==> config.mk <==
export PLATFORM = sky130hd
export DESIGN_NAME = hd44780_refresh_sequencer_flat
export DESIGN_NICKNAME = d
export VERILOG_FILES = /design/src/rtl/hd44780_pkg.sv /design/src/rtl/hd44780_refresh_sequencer_if.sv /design/src/rtl/hd44780_char_buffer.sv /design/src/rtl/hd44780_refresh_sequencer.sv /design/src/flat_wrapper.sv
export SDC_FILE = /design/constraint.sdc
export NUM_CORES = 1
export LEC_CHECK = 0
export ABC_CLOCK_PERIOD_IN_PS = 7750
export BUFFER_PORTS_ARGS = -buffer_cell sky130_fd_sc_hd__buf_4
export CAP_MARGIN = 15
export CORE_UTILIZATION = 45
export CTS_CLUSTER_SIZE = 16
export DETAILED_ROUTE_END_ITERATION = 8
export SYNTH_ARGS = -nofsm -noshare
export SYNTH_HDL_FRONTEND = slang
export SYNTH_HIERARCHICAL = 1
export SYNTH_SLANG_ARGS = --single-unit
==> constraint.sdc <==
create_clock -name CLK_I -period 7.75 [get_ports CLK_I]
set_input_delay 1.1625 -clock CLK_I [delete_from_list [all_inputs] [get_ports CLK_I]]
set_output_delay 1.1625 -clock CLK_I [all_outputs]
set_load 0.01 [all_outputs]
==> src/rtl/hd44780_pkg.sv <==
// Shared types and constants for the HD44780 refresh sequencer and its character buffer.
package hd44780_pkg;

  typedef enum logic [2:0] {
    ST_IDLE,
    ST_SELECT,
    ST_WAITRDY,
    ST_ISSUE,
    ST_ACK,
    ST_DRAIN,
    ST_NEXT
  } state_t;

  localparam logic [7:0] CMD_SET_DDRAM = 8'h80;
  localparam logic [6:0] LINE1_BASE    = 7'h40;
  localparam logic [7:0] CHAR_SPACE    = 8'h20;

  // Set-DDRAM-address command that positions the cursor at column 0 of a line.
  function automatic logic [7:0] ddram_cmd(input logic line);
    return CMD_SET_DDRAM | (line ? {1'b0, LINE1_BASE} : 8'h00);
  endfunction

endpackage

==> src/rtl/hd44780_refresh_sequencer_if.sv <==
// User-side buffer/refresh port plus controller-side strobe port of the refresh sequencer.
interface hd44780_refresh_sequencer_if;
  logic       WE_I;
  logic [5:0] ADR_I;
  logic [7:0] DAT_I;
  logic       STB_I;
  logic       busy;
  logic       done;
  logic       o_stb;
  logic       o_rs;
  logic [7:0] o_data;
  logic       i_cont_busy;

  modport slave (
    input  WE_I, ADR_I, DAT_I, STB_I, i_cont_busy,
    output busy, done, o_stb, o_rs, o_data
  );

  modport master (
    output WE_I, ADR_I, DAT_I, STB_I, i_cont_busy,
    input  busy, done, o_stb, o_rs, o_data
  );
endinterface

==> src/rtl/hd44780_char_buffer.sv <==
// Two-line character register array with write port, combinational read port and per-line
// dirty bits; the dirty tracking exists only when HD44780_DIRTY_EN is defined.
module hd44780_char_buffer
  import hd44780_pkg::*;
#(
  parameter int LINE_LEN = 16
) (
  input  logic       clk,
  input  logic       rst,
  input  logic       we,
  input  logic [5:0] wr_adr,
  input  logic [7:0] wr_dat,
  input  logic       rd_line,
  input  logic [4:0] rd_col,
  output logic [7:0] rd_dat,
  input  logic       clr_dirty,
  input  logic       clr_line,
  output logic [1:0] dirty
);
  localparam int DEPTH = 2 * LINE_LEN;

  logic [7:0]       mem [DEPTH];
  logic [DEPTH-1:0] hit;
  logic [5:0]       rd_idx;

  // Columns at or beyond LINE_LEN match no entry, so such writes fall away here.
  genvar gi;
  generate
    for (gi = 0; gi < DEPTH; gi++) begin : g_hit
      localparam logic       ROW = (gi >= LINE_LEN);
      localparam logic [4:0] COL = 5'(gi % LINE_LEN);
      assign hit[gi] = we && (wr_adr[5] == ROW) && (wr_adr[4:0] == COL);
    end
  endgenerate

  always_ff @(posedge clk or posedge rst) begin
    if (rst) begin
      for (int i = 0; i < DEPTH; i++) mem[i] <= CHAR_SPACE;
    end else begin
      for (int i = 0; i < DEPTH; i++) if (hit[i]) mem[i] <= wr_dat;
    end
  end

  assign rd_idx = {1'b0, rd_col} + (rd_line ? 6'(LINE_LEN) : 6'd0);

  always_comb begin
    rd_dat = CHAR_SPACE;
    for (int i = 0; i < DEPTH; i++) if (rd_idx == 6'(i)) rd_dat = mem[i];
  end

`ifdef HD44780_DIRTY_EN
  logic in_range;
  assign in_range = ({1'b0, wr_adr[4:0]} < 6'(LINE_LEN));

  // A write in the same cycle as the clear wins, so late data is resent next refresh.
  always_ff @(posedge clk or posedge rst) begin
    if (rst) begin
      dirty <= 2'b11;
    end else begin
      for (int l = 0; l < 2; l++) begin
        if (we && in_range && (wr_adr[5] == 1'(l)))  dirty[l] <= 1'b1;
        else if (clr_dirty && (clr_line == 1'(l)))  dirty[l] <= 1'b0;
      end
    end
  end
`else
  logic unused_clr;
  assign unused_clr = ^{clr_dirty, clr_line};
  assign dirty      = 2'b11;
`endif

endmodule

==> src/rtl/hd44780_refresh_sequencer.sv <==
// Replays the two-line character buffer to hd44780_controller on each refresh request.
// Optional HD44780_DIRTY_EN: only lines written since their last transfer are resent.
module hd44780_refresh_sequencer
  import hd44780_pkg::*;
#(
  parameter int LINE_LEN = 16
) (
  input  logic                         CLK_I,
  input  logic                         RST_I,
  hd44780_refresh_sequencer_if.slave   bus
);
  state_t     state_reg, state_next;
  logic       line_reg, line_next;
  logic [4:0] col_reg, col_next;
  logic       cmd_reg, cmd_next;
  logic [1:0] handled_reg, handled_next;
  logic       rs_reg;
  logic [7:0] data_reg;

  logic       done_w;
  logic [1:0] dirty;
  logic [1:0] pending;
  logic [7:0] rd_dat;
  logic [7:0] byte_next;

  hd44780_char_buffer #(.LINE_LEN(LINE_LEN)) u_buf (
    .clk       (CLK_I),
    .rst       (RST_I),
    .we        (bus.WE_I),
    .wr_adr    (bus.ADR_I),
    .wr_dat    (bus.DAT_I),
    .rd_line   (line_next),
    .rd_col    (col_next),
    .rd_dat    (rd_dat),
    .clr_dirty ((state_reg == ST_ISSUE) && cmd_reg),
    .clr_line  (line_reg),
    .dirty     (dirty)
  );

  assign pending = dirty & ~handled_reg;

  always_comb begin
    state_next   = state_reg;
    line_next    = line_reg;
    col_next     = col_reg;
    cmd_next     = cmd_reg;
    handled_next = handled_reg;
    done_w       = 1'b0;
    unique case (state_reg)
      ST_IDLE: begin
        if (bus.STB_I) begin
          state_next   = ST_SELECT;
          handled_next = 2'b00;
        end
      end
      ST_SELECT: begin
        col_next = 5'd0;
        cmd_next = 1'b1;
        if (pending[0]) begin
          line_next    = 1'b0;
          handled_next = handled_reg | 2'b01;
          state_next   = ST_WAITRDY;
        end else if (pending[1]) begin
          line_next    = 1'b1;
          handled_next = 2'b11;
          state_next   = ST_WAITRDY;
        end else begin
          done_w     = 1'b1;
          state_next = ST_IDLE;
        end
      end
      ST_WAITRDY: if (!bus.i_cont_busy) state_next = ST_ISSUE;
      ST_ISSUE:   state_next = ST_ACK;
      ST_ACK:     if (bus.i_cont_busy) state_next = ST_DRAIN;
      ST_DRAIN:   if (!bus.i_cont_busy) state_next = ST_NEXT;
      ST_NEXT: begin
        if (cmd_reg) begin
          cmd_next   = 1'b0;
          state_next = ST_ISSUE;
        end else if (col_reg == 5'(LINE_LEN - 1)) begin
          col_next   = 5'd0;
          state_next = ST_SELECT;
        end else begin
          col_next   = col_reg + 5'd1;
          state_next = ST_ISSUE;
        end
      end
      default: state_next = ST_IDLE;
    endcase
  end

  // Bypass a same-cycle write so it reaches the ISSUE that follows it.
  assign byte_next = (bus.WE_I && (bus.ADR_I[5] == line_next) && (bus.ADR_I[4:0] == col_next))
                     ? bus.DAT_I : rd_dat;

  always_ff @(posedge CLK_I or posedge RST_I) begin
    if (RST_I) begin
      state_reg   <= ST_IDLE;
      line_reg    <= 1'b0;
      col_reg     <= 5'd0;
      cmd_reg     <= 1'b0;
      handled_reg <= 2'b00;
      rs_reg      <= 1'b0;
      data_reg    <= 8'h00;
    end else begin
      state_reg   <= state_next;
      line_reg    <= line_next;
      col_reg     <= col_next;
      cmd_reg     <= cmd_next;
      handled_reg <= handled_next;
      if (state_next == ST_ISSUE) begin
        rs_reg   <= ~cmd_next;
        data_reg <= cmd_next ? ddram_cmd(line_next) : byte_next;
      end
    end
  end

  assign bus.busy   = (state_reg != ST_IDLE);
  assign bus.done   = done_w;
  assign bus.o_stb  = (state_reg == ST_ISSUE);
  assign bus.o_rs   = rs_reg;
  assign bus.o_data = data_reg;

endmodule

==> src/flat_wrapper.sv <==
// flat-port wrapper written by rule: the top's interface ports become plain ports
module hd44780_refresh_sequencer_flat import hd44780_pkg::*;
#(
  parameter int LINE_LEN = 16
)
  (CLK_I, RST_I, bus_WE_I, bus_ADR_I, bus_DAT_I, bus_STB_I, bus_i_cont_busy, bus_busy, bus_done, bus_o_stb, bus_o_rs, bus_o_data);
  hd44780_refresh_sequencer_if bus_i ();
  input  logic CLK_I;
  input  logic RST_I;
  input wire logic [$bits(bus_i.WE_I)-1:0] bus_WE_I;
  input wire logic [$bits(bus_i.ADR_I)-1:0] bus_ADR_I;
  input wire logic [$bits(bus_i.DAT_I)-1:0] bus_DAT_I;
  input wire logic [$bits(bus_i.STB_I)-1:0] bus_STB_I;
  input wire logic [$bits(bus_i.i_cont_busy)-1:0] bus_i_cont_busy;
  output wire logic [$bits(bus_i.busy)-1:0] bus_busy;
  output wire logic [$bits(bus_i.done)-1:0] bus_done;
  output wire logic [$bits(bus_i.o_stb)-1:0] bus_o_stb;
  output wire logic [$bits(bus_i.o_rs)-1:0] bus_o_rs;
  output wire logic [$bits(bus_i.o_data)-1:0] bus_o_data;
  assign bus_i.WE_I = bus_WE_I;
  assign bus_i.ADR_I = bus_ADR_I;
  assign bus_i.DAT_I = bus_DAT_I;
  assign bus_i.STB_I = bus_STB_I;
  assign bus_i.i_cont_busy = bus_i_cont_busy;
  assign bus_busy = bus_i.busy;
  assign bus_done = bus_i.done;
  assign bus_o_stb = bus_i.o_stb;
  assign bus_o_rs = bus_i.o_rs;
  assign bus_o_data = bus_i.o_data;
  hd44780_refresh_sequencer #(.LINE_LEN(LINE_LEN)) u_core (.CLK_I(CLK_I), .RST_I(RST_I), .bus(bus_i));
endmodule
* Yosys cells after proc, flatten, opt, wreduce, memory -nomap -nowiden *
Index checks and enable logic that the tools add are counted.

storage, ports and cells
  logic and storage cells = 207
  output and inout port bits = 12
  bits of input ports = 19
  register bits = 277

cells by class
  eq/ne operators = 60
  add/sub/neg operators = 2
  reductions and logical operators = 43
  muxes and demuxes = 59
  bitwise gates (word level) = 3

operators with widths
  kind                                                              number
  8-bit two-way mux                                                 34
  6-bit by 5-bit == test with 1-bit output (second input constant)  16
  6-bit by 4-bit == test with 1-bit output (second input constant)  8
  5-bit by 4-bit == test with 1-bit output (second input constant)  9
  1-bit logical AND                                                 36
  6-bit by 3-bit == test with 1-bit output (second input constant)  4
  3-bit case mux with 7 select lines                                1
  5-bit by 3-bit == test with 1-bit output (second input constant)  4
  3-bit two-way mux                                                 6
  5-bit two-way mux                                                 3
  6-bit by 2-bit == test with 1-bit output (second input constant)  2
  5-bit by 2-bit == test with 1-bit output (second input constant)  2
  2-bit two-way mux                                                 5
  5-bit case mux with 2 select lines                                1
  3-bit by 2-bit == test with 1-bit output (second input constant)  3
  3-bit == test (second input constant)                             3
  7-bit two-way mux                                                 1
  5-bit by 5-bit adder with 6-bit output                            1
  6-bit by 1-bit == test with 1-bit output (second input constant)  1
  6-bit zero test                                                   1
  1-bit two-way mux                                                 6
  5-bit by 1-bit adder with 5-bit output (second input constant)    1
  5-bit by 1-bit == test with 1-bit output (second input constant)  1
  5-bit == test                                                     1
  15 further kinds                                                  17

* Logic depth before layout (Yosys ltp) *
Gate-level depths: netlist of run 1.

  depth in word-level cells = 41
  mapped depth = 18
  mapped depth without buffers = 15

* Cells and area by module *
The synthesis of run 1 kept the hierarchy.

modules (own cells, without submodules)
  module                     cells an instance  times used  seq. area each (µm²)  area an instance (µm²)
  hd44780_char_buffer        1,108              1           6,446.2               13,190.2
  hd44780_refresh_sequencer  166                1           525.5                 1,480.2

* Worst setup path before layout of run 1 *
No wires, ideal clock.

  kind = reg-to-reg
  start point = reg u_core.state_reg[2]
  end point = reg u_core.data_reg[4] (netlist: u_core/bus.o_data[4])
  library setup time = 0.124 ns
  arrival time = 3.118 ns
  cell stages (with the launch flop) = 18
  path buffers = 3
  period minus slack after synthesis = 3.242 ns
  path slack = 4.508 ns
  cell sequence = dfrtp_1 > buf_2 > nor3b_2 > a21oi_1 > a21o_1 > inv_1 > inv_1 > ha_1 > buf_2 > and4b_1 > clkbuf_1 > a311o_1 > a31oi_1 > o2111ai_1 > o21a_1 > nand2_1 > nor2_1 > a211o_1

on the way
  longest elaborated chain between the ends = 39
  elaborated cells on any way between the ends = 88
  classes of those cells = add/sub (1); eq/ne (40); mux (43); reduce/logical (4)

RTL lines
  element                                     RTL line                          text
  from (decl)                                 hd44780_refresh_sequencer.sv:12   state_t state_reg, state_next;
  from (signal assigned)                      hd44780_refresh_sequencer.sv:106  state_reg <= state_next;
  3-bit by 1-bit == test with 1-bit output *  hd44780_refresh_sequencer.sv:49   unique case (state_reg)
  1-bit two-way mux *                         hd44780_refresh_sequencer.sv:49
  net u_core.line_next                        hd44780_refresh_sequencer.sv:13   logic line_reg, line_next;
  5-bit two-way mux *                         hd44780_char_buffer.sv:44         assign rd_idx = {1'b0, rd_col} + (rd_line ? 6'(LINE_LEN) : 6'd0);
  5-bit by 5-bit adder with 6-bit output *    hd44780_char_buffer.sv:44
  6-bit zero test                             hd44780_char_buffer.sv:48         for (int i = 0; i < DEPTH; i++) if (rd_idx == 6'(i)) rd_dat = mem[i];
  8-bit two-way mux (31 in a row)             hd44780_char_buffer.sv:48
  8-bit two-way mux *                         hd44780_char_buffer.sv:48
  net u_core.rd_dat[4]                        hd44780_refresh_sequencer.sv:23   logic [7:0] rd_dat;
  8-bit two-way mux *                         hd44780_refresh_sequencer.sv:94   ? bus.DAT_I : rd_dat;
  8-bit two-way mux *                         hd44780_refresh_sequencer.sv:113  data_reg <= cmd_next ? ddram_cmd(line_next) : byte_next;
  to (signal assigned)                        hd44780_refresh_sequencer.sv:113
  to (decl)                                   hd44780_refresh_sequencer.sv:18   logic [7:0] data_reg;

The timed path passes the listed nets; every way through them passes the cells marked *.
A chain may end at the register's enable or synchronous reset.

* Worst setup path after layout of run 1 *
  start point = reg u_core.state_reg[2]
  end point = reg u_core.data_reg[6] (netlist: u_core/bus.o_data[6])

on the way
  elaborated cells on any way between the ends = 89
  classes of those cells = add/sub (1); eq/ne (40); mux (44); reduce/logical (4)

RTL lines
  element                                                                    RTL line                          text
  3-bit == test or 3-bit by 1-bit == test with 1-bit output (tied branches)  hd44780_refresh_sequencer.sv:49
  5-bit case mux with 2 select lines *                                       hd44780_refresh_sequencer.sv:49
  net u_core.col_next[0]                                                     hd44780_refresh_sequencer.sv:14   logic [4:0] col_reg, col_next;
  5-bit by 5-bit adder with 6-bit output *                                   hd44780_char_buffer.sv:44
  6-bit zero test                                                            hd44780_char_buffer.sv:48
  8-bit two-way mux (31 in a row)                                            hd44780_char_buffer.sv:48
  8-bit two-way mux *                                                        hd44780_char_buffer.sv:48
  net u_core.rd_dat[6]                                                       hd44780_refresh_sequencer.sv:23
  8-bit two-way mux *                                                        hd44780_refresh_sequencer.sv:94
  8-bit two-way mux *                                                        hd44780_refresh_sequencer.sv:113

Marked as above.

==> metrics.cfg, run 1 <==
[run_status]
status=completed

[layout]
layout.cells.non_filler=1715
largest_reg_flops=256
fillers=2821
finalNetCount=1278
antenna_cells=0
fin_area_um2=16130
syn2layout_area_growth_pct=9.991
drive_gt1_share_pct=33.20

[floorplanning]
rows=65
die_x_um=182.5
core_area_um2=31800
die_area_um2=33310
io_pins=31
initial_core_util_pct=46.11
fp.dieH_um=182.5

[clock_tree]
clk_path_buf_depth=3
post-cts-setup-buffer-count=0
cts_tree=yes
ctsHoldBuffers=0
cts-resized-gates=0
clockRootBuffer=clkbuf_16
htree_levels=1
cts_buffers=31
cts.sinks=277
worst_skew_pair.late_latency_ps=560
path_clk_slew_ps=60

[critical_path]
cp_common_cell=o2111ai_1
cp_data_required_time_ps=8220
arrival_ps=5550
start_kind=register
cp_max_fo=57
path_class=register to register
cp_slowest_stage_delay_ps=820
r2r_slack_ps=2670
slowest_stage=dfrtp_1
endpoint_kind=register
crit_path_cell_trace=nand4bb_1 -> o31ai_4 -> buf_4 -> nand2b_1 -> o2111ai_1 -> o2111ai_1 -> a31oi_1 -> nor3_1 -> o41ai_1 -> nor4_1 -> a311oi_2

[place]
port_buffers=30
postPlaceCellArea_um2=15100
post-place-cells=1659
dpl.hpwl_mm=30.56
gp_congestion=0.9749

[route]
drt-initial-drc-count=1212
route.detailed.wl_per_inst_um=26.98
vias=11020
ant_nets=0
routed_wl_mm=46.27
drc_errors=0
drt_pass1_iterations=5
viasPerCell=6.425

[hold_path]
min_path_type=register to register

[timing]
skew_ps=11.06
setup_viol=0
rsz0062_at_grt=false
slew_viol_final=0
finalSetupTns_ps=0
max_freq_ghz=0.1968
holdWs_ps=482.6
period_share_pct=65.57
tightest_slew_ps=1307
layout_min_cycle_time_ps=5082
slew_headroom_pct=12.89
hold_violations=0

[grt]
grt_max_degree=196
antenna_found_initial=0
grt_pass1_wl_mm=70.83
grt_pass1_vias=10720
grt_overflow=0
grt_usage_pct=28.07

[synthesis]
syn_avg_cell_area_um2=11.52
synthCells=1273
synth_area_um2=14660
yosys_warnings=6

[flow_run]
cap_violations=0

[power]
ir_worst_vdd_uv=180.2
p_total_uw=5111
leakagePower_uw=0.006934
powerDensity_nw_per_um2=316.9

==> routing by layer <==
metal / vias up / track usage (%) / wire, um
met5: - / 0 / 0
met3: 97 / 4.450 / 3887
met1: 5656 / 41.20 / 20530
met2: 557 / 43.30 / 20630
met4: 0 / 6.756 / 1219
li1: 4709 / - / -
==> per-stage QoR <==
step           worst slack, ps  utilization, %
4_1_cts                   2821           50.72
3_5_place_dp              2875           47.48
6_report                  2668           50.72
2_1_floorplan             3242               -
5_1_grt                   2574           50.72
3_3_place_gp              2797           47.48
==> critical path, delay by kind of cell, from the launching register on <==
kind	cells	cell delay, ps
compound gates	6	2110
flops	1	820
simple gates	4	1300
buf+inv	1	660
==> power breakdown <==
group	switching, uW	total (uW)	internal, uW	leakage [uW]
Combinational	1110	1760	659	0.00285
Sequential	181	1860	1680	0.00357
Clock	605	1490	881	0.000508
==> cell usage in the layout (no fill, tap or decap), types with 7 or more instances in the layout <==
cell type  instances
o211ai_1           8
mux2i_1           37
o21ai_0           63
o22ai_1           25
nand2b_1          21
a21oi_1           51
dfrtp_1          245
nor3b_1            9
a211oi_1           8
mux4_2             8
nor3_1            20
a32oi_1            7
nand2_1           65
buf_4             40
and2_1             7
o2111ai_1          7
a211o_1            9
a22o_1             7
nor2b_1           15
mux2_2           258
dfstp_2           32
nand3_1           13
and3_1            13
a22oi_1           10
nor2_2            10
inv_1             20
clkbuf_16         31
a31oi_1            7
a221oi_1          10
nor2_1            55
==> path summary, 6_finish.rpt <==
| kind | cells after the start | startpoint | end |
|---|---|---|---|
| max | 11 | u_core/state_reg[2] | u_core/bus.o_data[6] |
| min | 1 | u_core/bus.o_rs | u_core/bus.o_rs |
| max reg2reg | 11 | u_core/state_reg[2] | u_core/bus.o_data[6] |
| min reg2reg | 1 | u_core/bus.o_rs | u_core/bus.o_rs |
| max in group asynchronous | 4 | RST_I | u_core/u_buf/mem[255] |
| min in group asynchronous | 3 | RST_I | u_core/u_buf/mem[71] |
==> layout make-up <==
| cell class | count | area (um2) | share of cell area (%) |
|---|---|---|---|
| clock buffers | 42 | 867.1 | 5.376 |
| clock inverters | 14 | 162.7 | 1.008 |
| inverters | 22 | 86.33 | 0.5353 |
| multi-input cells | 884 | 7177 | 44.50 |
| flip-flops and latches | 277 | 6972 | 43.22 |
| well taps | 435 | 544.3 | 3.374 |
| repair buffers | 41 | 320.3 | 1.986 |
(Power assumes the default switching activity.)
==> run 2: changes to the inputs <==
--- a/config.mk
+++ b/config.mk
@@ -5,7 +5,8 @@
 export SDC_FILE = /design/constraint.sdc
 export NUM_CORES = 1
 export LEC_CHECK = 0
-export ABC_CLOCK_PERIOD_IN_PS = 7750
+export ABC_AREA = 1
+export ABC_CLOCK_PERIOD_IN_PS = 4500
 export BUFFER_PORTS_ARGS = -buffer_cell sky130_fd_sc_hd__buf_4
 export CAP_MARGIN = 15
 export CORE_UTILIZATION = 45
==> constraint.sdc (replaced) <==
create_clock -name CLK_I -period 4.5 [get_ports CLK_I]
set_input_delay 0.675 -clock CLK_I [delete_from_list [all_inputs] [get_ports CLK_I]]
set_output_delay 0.675 -clock CLK_I [all_outputs]
set_load 0.01 [all_outputs]
==> run 2 against run 1 <==
- worst setup slack worse by 2300 ps
- sequential power is 68% higher
- largest cell class is now sequential cells
- clock skew is 8.6 ps higher
- global-route usage decreased by 3.6 points
- design area shrank 1.2%
- synthesized area fell by 7.1%
- critical path type unchanged
==> metrics.cfg, run 2 <==
[run_status]
status=completed

[route]
vias=11760  ; +6.7%
viasPerCell=5.102  ; -21%
drc_errors=0  ; unchanged
drt_pass1_iterations=5  ; unchanged
ant_nets=0  ; unchanged
drt-initial-drc-count=869  ; -28%
routed_wl_mm=36.88  ; -20%
route.detailed.wl_per_inst_um=16.01  ; -41%

[floorplanning]
io_pins=31  ; unchanged
fp.dieH_um=176.0  ; -3.6%
core_area_um2=29720  ; -6.5%
initial_core_util_pct=45.84  ; -0.27 points
die_area_um2=30970  ; -7.0%
die_x_um=176.0  ; -3.6%
rows=63  ; -3.1%

[synthesis]
synth_area_um2=13620  ; -7.1%
yosys_warnings=6  ; unchanged
syn_avg_cell_area_um2=7.432  ; -35%
synthCells=1833  ; +44%

[power]
p_seq_share_pct=36.2  ; -0.2 points
combPwrFrac_pct=30.8  ; -3.7 points
internal_power_uw=5675  ; +76%
leakagePower_uw=0.007838  ; +13%
p_sw_uw=2969  ; +57%
clkPwrFrac_pct=33.1  ; +4.0 points
powerDensity_nw_per_um2=542.6  ; +71%
switching_share_pct=34.35  ; -2.6 points
ir_worst_vdd_uv=367.5  ; +100%

[grt]
grt_usage_pct=24.45  ; -3.6 points
grt_pass1_vias=11260  ; +5.1%
grt_overflow=0  ; unchanged
antenna_found_initial=1  ; +1
grt_pass1_wl_mm=60.38  ; -15%
grt_max_degree=183  ; -6.6%

[timing]
period_share_pct=91.43  ; +26 points
rsz0062_at_grt=true
layout_min_cycle_time_ps=4114  ; -967.4 ps
hold_violations=0  ; unchanged
fin_ws_ps=385.8  ; -2283 ps
slew_viol_final=0  ; unchanged
skew_ps=19.70  ; +8.640 ps
slew_headroom_pct=15.08  ; +2.2 points
max_freq_ghz=0.2431  ; +24%
setup_viol=0  ; unchanged
finalSetupTns_ps=0  ; unchanged
tightest_slew_ps=1274  ; -32.85 ps

[place]
postPlaceCellArea_um2=14440  ; -4.3%
port_buffers=30  ; unchanged
pre_cts_ws_ps=243.8  ; -2631 ps
gp_congestion=0.8980  ; -7.9%
dpl.hpwl_mm=24.59  ; -20%

[flow_run]
cap_violations=0  ; unchanged

[layout]
antenna_cells=0  ; unchanged
layout_commonest_cell=nand2_1
finalNetCount=1910  ; +49%
drive_gt1_share_pct=14.84  ; -18 points
final_cell_mix=665 x nand2_1, 292 x o21ai_0, 242 x dfrtp_1
fin_area_um2=15930  ; -1.2%
largest_reg_flops=256  ; unchanged
fin_util_pct=53.61  ; +2.9 points
syn2layout_area_growth_pct=16.95

[clock_tree]
cts_buffers=31  ; unchanged
clk_path_buf_depth=3  ; unchanged
cts.sinks=277  ; unchanged
cts_tree=yes
htree_levels=1  ; unchanged
path_clk_slew_ps=60  ; about the same
worst_skew_pair.late_latency_ps=590  ; +30 ps
clockRootBuffer=clkbuf_16

[critical_path]
slowest_stage=dfrtp_2
cp_common_cell=nand2_1
cp_slowest_stage_delay_ps=480  ; -340 ps
cp_data_required_time_ps=5000  ; -3220 ps
crit_family=simple AND/OR/NAND/NOR gates
endpoint_kind=register
arrival_ps=4610  ; -940 ps
start_kind=register
cp_max_fo=7  ; -88%
cp.buffers_inverters=4  ; +3
path_class=register to register
r2r_slack_ps=390  ; -2280 ps

[hold_path]
min_path_type=primary input to asynchronous set/reset pin

[run 2: cell type report]
| cell class | count | area (um2) |
|---|---|---|
| Fill cell | 2854 | 13790 |
| Sequential cell | 277 | 6975 |
| Multi-Input combinational cell | 1297 | 5807 |
| Clock buffer | 43 | 890.9 |
| Timing Repair Buffer | 100 | 794.5 |
| Inverter | 182 | 699.4 |
| Tap cell | 390 | 488.0 |
| Clock inverter | 15 | 276.5 |
[run 2: power by group through the flow]
stage          logic, uW  registers [uW]  clock network (uW)
6_report            2660            3130                2860
4_1_cts             2480            3110                2920
3_5_place_dp        2470            3150                   0
3_3_place_gp        2460            3140                   0
2_1_floorplan       1630            3110                   0
5_1_grt             3050            3170                3030
[run 2: path summary, 6_finish.rpt]
path	from	endpoint	cells after the start
setup / recovery	u_core/state_reg[1]	u_core/bus.o_data[6]	44
hold / removal	RST_I	u_core/u_buf/mem[6]	3
setup reg to reg	u_core/state_reg[1]	u_core/bus.o_data[6]	44
hold reg to reg	u_core/bus.o_data[0]	u_core/bus.o_data[0]	2
max in group asynchronous	RST_I	u_core/u_buf/mem[156]	3
min in group CLK_I	bus_DAT_I[4]	u_core/bus.o_data[4]	3
[run 2: through the flow]
stage	cells	hold slack (ps)	total power, uW
CTS	2290	303.1	8516
global placement	2232	458.7	5597
detailed placement	2232	466.3	5619
finish	2304	294.1	8644
global route	2304	336.4	9244
floorplan	1834	445.7	4732
[run 2: worst reg2reg max path: cells and delay by family (launching register included)]
kind,cells,cell delay [ps]
AO/OA/AOI/OAI,2,270
buffers and inverters,4,390
flip-flops,1,480
AND/OR/NAND/NOR,38,2920
[run 2: timing repair]
item                       CTS  global route
setup endpoints to repair    0             8
hold buffers                 0             0
buffers inserted             0            14
resized for setup            0            62
[run 2: layer usage]
layer / routed length (um) / up-vias / GRT usage, %
met4: 829 / 0 / 6.594
met1: 17270 / 5540 / 34.32
met3: 1830 / 58 / 3.661
met2: 16950 / 276 / 39.44
met5: 0 / - / 0
li1: - / 5882 / -
==> run 3: changes to the inputs <==
--- a/config.mk
+++ b/config.mk
@@ -12,6 +12,7 @@
 export CORE_UTILIZATION = 45
 export CTS_CLUSTER_SIZE = 16
 export DETAILED_ROUTE_END_ITERATION = 8
+export REMOVE_ABC_BUFFERS = 1
 export SYNTH_ARGS = -nofsm -noshare
 export SYNTH_HDL_FRONTEND = slang
 export SYNTH_HIERARCHICAL = 1
==> run 3 against run 2 <==
- critical path depth is 1 higher
- combinational power about the same
- sequential power about the same
- register-to-register slack improved by 40 ps
- worst setup slack improved by 37 ps
- non-clock buffer count grew 5
- clock power decreased by 13%
- clock skew shrank 9.5 ps
- critical endpoint is now u_core/bus.o_data[0]
- highest routed layer unchanged
==> metrics.cfg, run 3 (same netlist as run 2, synthesis figures left out) <==
[timing]
skew_ps=10.23  ; -9.476 ps
tightest_slew_ps=1180  ; -93.33 ps
slew_viol_final=0  ; unchanged
hold_violations=0  ; unchanged
layout_min_cycle_time_ps=4077  ; -36.94 ps
slew_headroom_pct=21.22  ; +6.1 points
setup_viol=0  ; unchanged
rsz0062_at_grt=true
period_share_pct=90.61  ; -0.82 points
max_freq_ghz=0.2453  ; +0.91%

[critical_path]
endpoint_kind=register
cp_data_required_time_ps=4950  ; -50 ps
slowest_stage=dfrtp_2
arrival_ps=4520  ; -90 ps
path_class=register to register
cp_slowest_stage_delay_ps=450  ; -30 ps
cp_max_fo=7  ; unchanged
start_kind=register
cp_common_cell=nand2_1

[power]
ir_worst_vdd_uv=312.9  ; -15%
leakagePower_uw=0.007804  ; -0.44%
powerDensity_nw_per_um2=521.5  ; -3.9%
p_total_uw=8282  ; -4.2%

[layout]
fillers=2853  ; -0.035%
seqCellArea_um2=6975  ; unchanged
finalNetCount=1914  ; +0.21%
layout_commonest_cell=nand2_1
layout.cells.non_filler=2307  ; +0.13%
syn2layout_area_growth_pct=16.58
largest_reg_flops=256  ; unchanged
drive_gt1_share_pct=15.23  ; +0.39 points
multi_input_area_um2=5864  ; +0.99%
final_cell_mix=658 x nand2_1, 291 x o21ai_0, 242 x dfrtp_1
antenna_cells=0  ; unchanged

[floorplanning]
initial_core_util_pct=45.84  ; unchanged
io_pins=31  ; unchanged
fp.dieH_um=176.0  ; unchanged
die_x_um=176.0  ; unchanged
die_area_um2=30970  ; unchanged
core_area_um2=29720  ; unchanged
rows=63  ; unchanged

[clock_tree]
cts_tree=yes
clk_path_buf_depth=3  ; unchanged
ctsHoldBuffers=0  ; unchanged
clockRootBuffer=clkbuf_16
cts.sinks=277  ; unchanged
htree_levels=1  ; unchanged
worst_skew_pair.late_latency_ps=550  ; -40 ps
cts_buffers=30  ; -3.2%
path_clk_slew_ps=60  ; about the same

[place]
port_buffers=30  ; unchanged
post-place-cells=2220  ; -0.54%
dpl.hpwl_mm=25.16  ; +2.3%
gp_congestion=0.9330  ; +3.9%

[grt]
grt_usage_pct=24.43  ; about the same
antenna_found_initial=0  ; -1
grt_overflow=0  ; unchanged
grt_pass1_wl_mm=60.35  ; about the same
grt_pass1_vias=11140  ; -1.1%
grt_max_degree=134  ; -27%

[route]
drt-initial-drc-count=907  ; +4.4%
route.detailed.wl_per_inst_um=16.09  ; +0.50%
drt_pass1_iterations=6  ; +1
ant_nets=0  ; unchanged
drc_errors=0  ; unchanged
viasPerCell=5.100  ; about the same
vias=11770  ; +0.085%
routed_wl_mm=37.11  ; +0.63%

[flow_run]
cap_violations=0  ; unchanged

[run_status]
status=completed

[hold_path]
min_path_type=primary input to asynchronous set/reset pin

## run 3: critical path, delay by kind of cell, from the launching register on
kind	cells	cell delay, ps
AOI/OAI and AO/OA	3	200
buffers and inverters	8	560
DFF	1	450
and+or+nand+nor	34	2730
## run 3: cell type report
class	count	share of cell area, %
clock buffer	51	6.051
multi-input combinational	1297	36.93
timing repair buffer	105	5.286
tap	390	3.073
clock inverter	5	0.3309
sequential	277	43.92
inverter	182	4.412
## run 3: what timing repair did
| action | CTS | global route |
|---|---|---|
| buffers inserted | 0 | 32 |
| resized for setup | 0 | 77 |
| setup endpoints to repair | 0 | 8 |
## run 3: metal layers
layer	up-vias	GRT usage (%)	part of all wire, %
li1	5878	-	-
met1	5527	36.16	48
met2	300	38.11	44
met3	61	3.058	5.3
met4	0	5.652	2.6
met5	-	0	0
## run 3: final timing paths
check	start	endpoint	slack (ps)	depth (start not counted)
max	u_core/state_reg[1]	u_core/bus.o_data[0]	420	45
min	RST_I	u_core/u_buf/mem[9]	330	2
max reg2reg	u_core/state_reg[1]	u_core/bus.o_data[0]	420	45
min reg2reg	u_core/u_buf/mem[118]	u_core/u_buf/mem[118]	480	2
max in group asynchronous	RST_I	u_core/u_buf/mem[61]	3120	3
min in group CLK_I	bus_DAT_I[2]	u_core/bus.o_data[2]	340	3
## run 3: power by group
| part | switching [uW] | leakage, uW | internal, uW |
|---|---|---|---|
| sequential | 241 | 0.00359 | 2890 |
| combinational | 1670 | 0.00372 | 989 |
| clock | 997 | 0.000498 | 1490 |
## run 3: per-stage QoR
| step | setup TNS, ps | setup slack, ps | utilization, % | area [um2] | hold WS [ps] |
|---|---|---|---|---|---|
| 6_report | 0 | 422.8 | 53.44 | 15880 | 332.5 |
| 5_1_grt | -274.4 | -94.05 | 53.44 | 15880 | 342.1 |
| 4_1_cts | 0 | 61.42 | 51.72 | 15370 | 335.6 |
| 3_5_place_dp | 0 | 115.2 | 48.31 | 14360 | 465.7 |
| 3_3_place_gp | 0 | 174.9 | 48.31 | 14360 | 458.6 |
| 2_1_floorplan | -746420 | -3164 | - | 13290 | 445.7 |
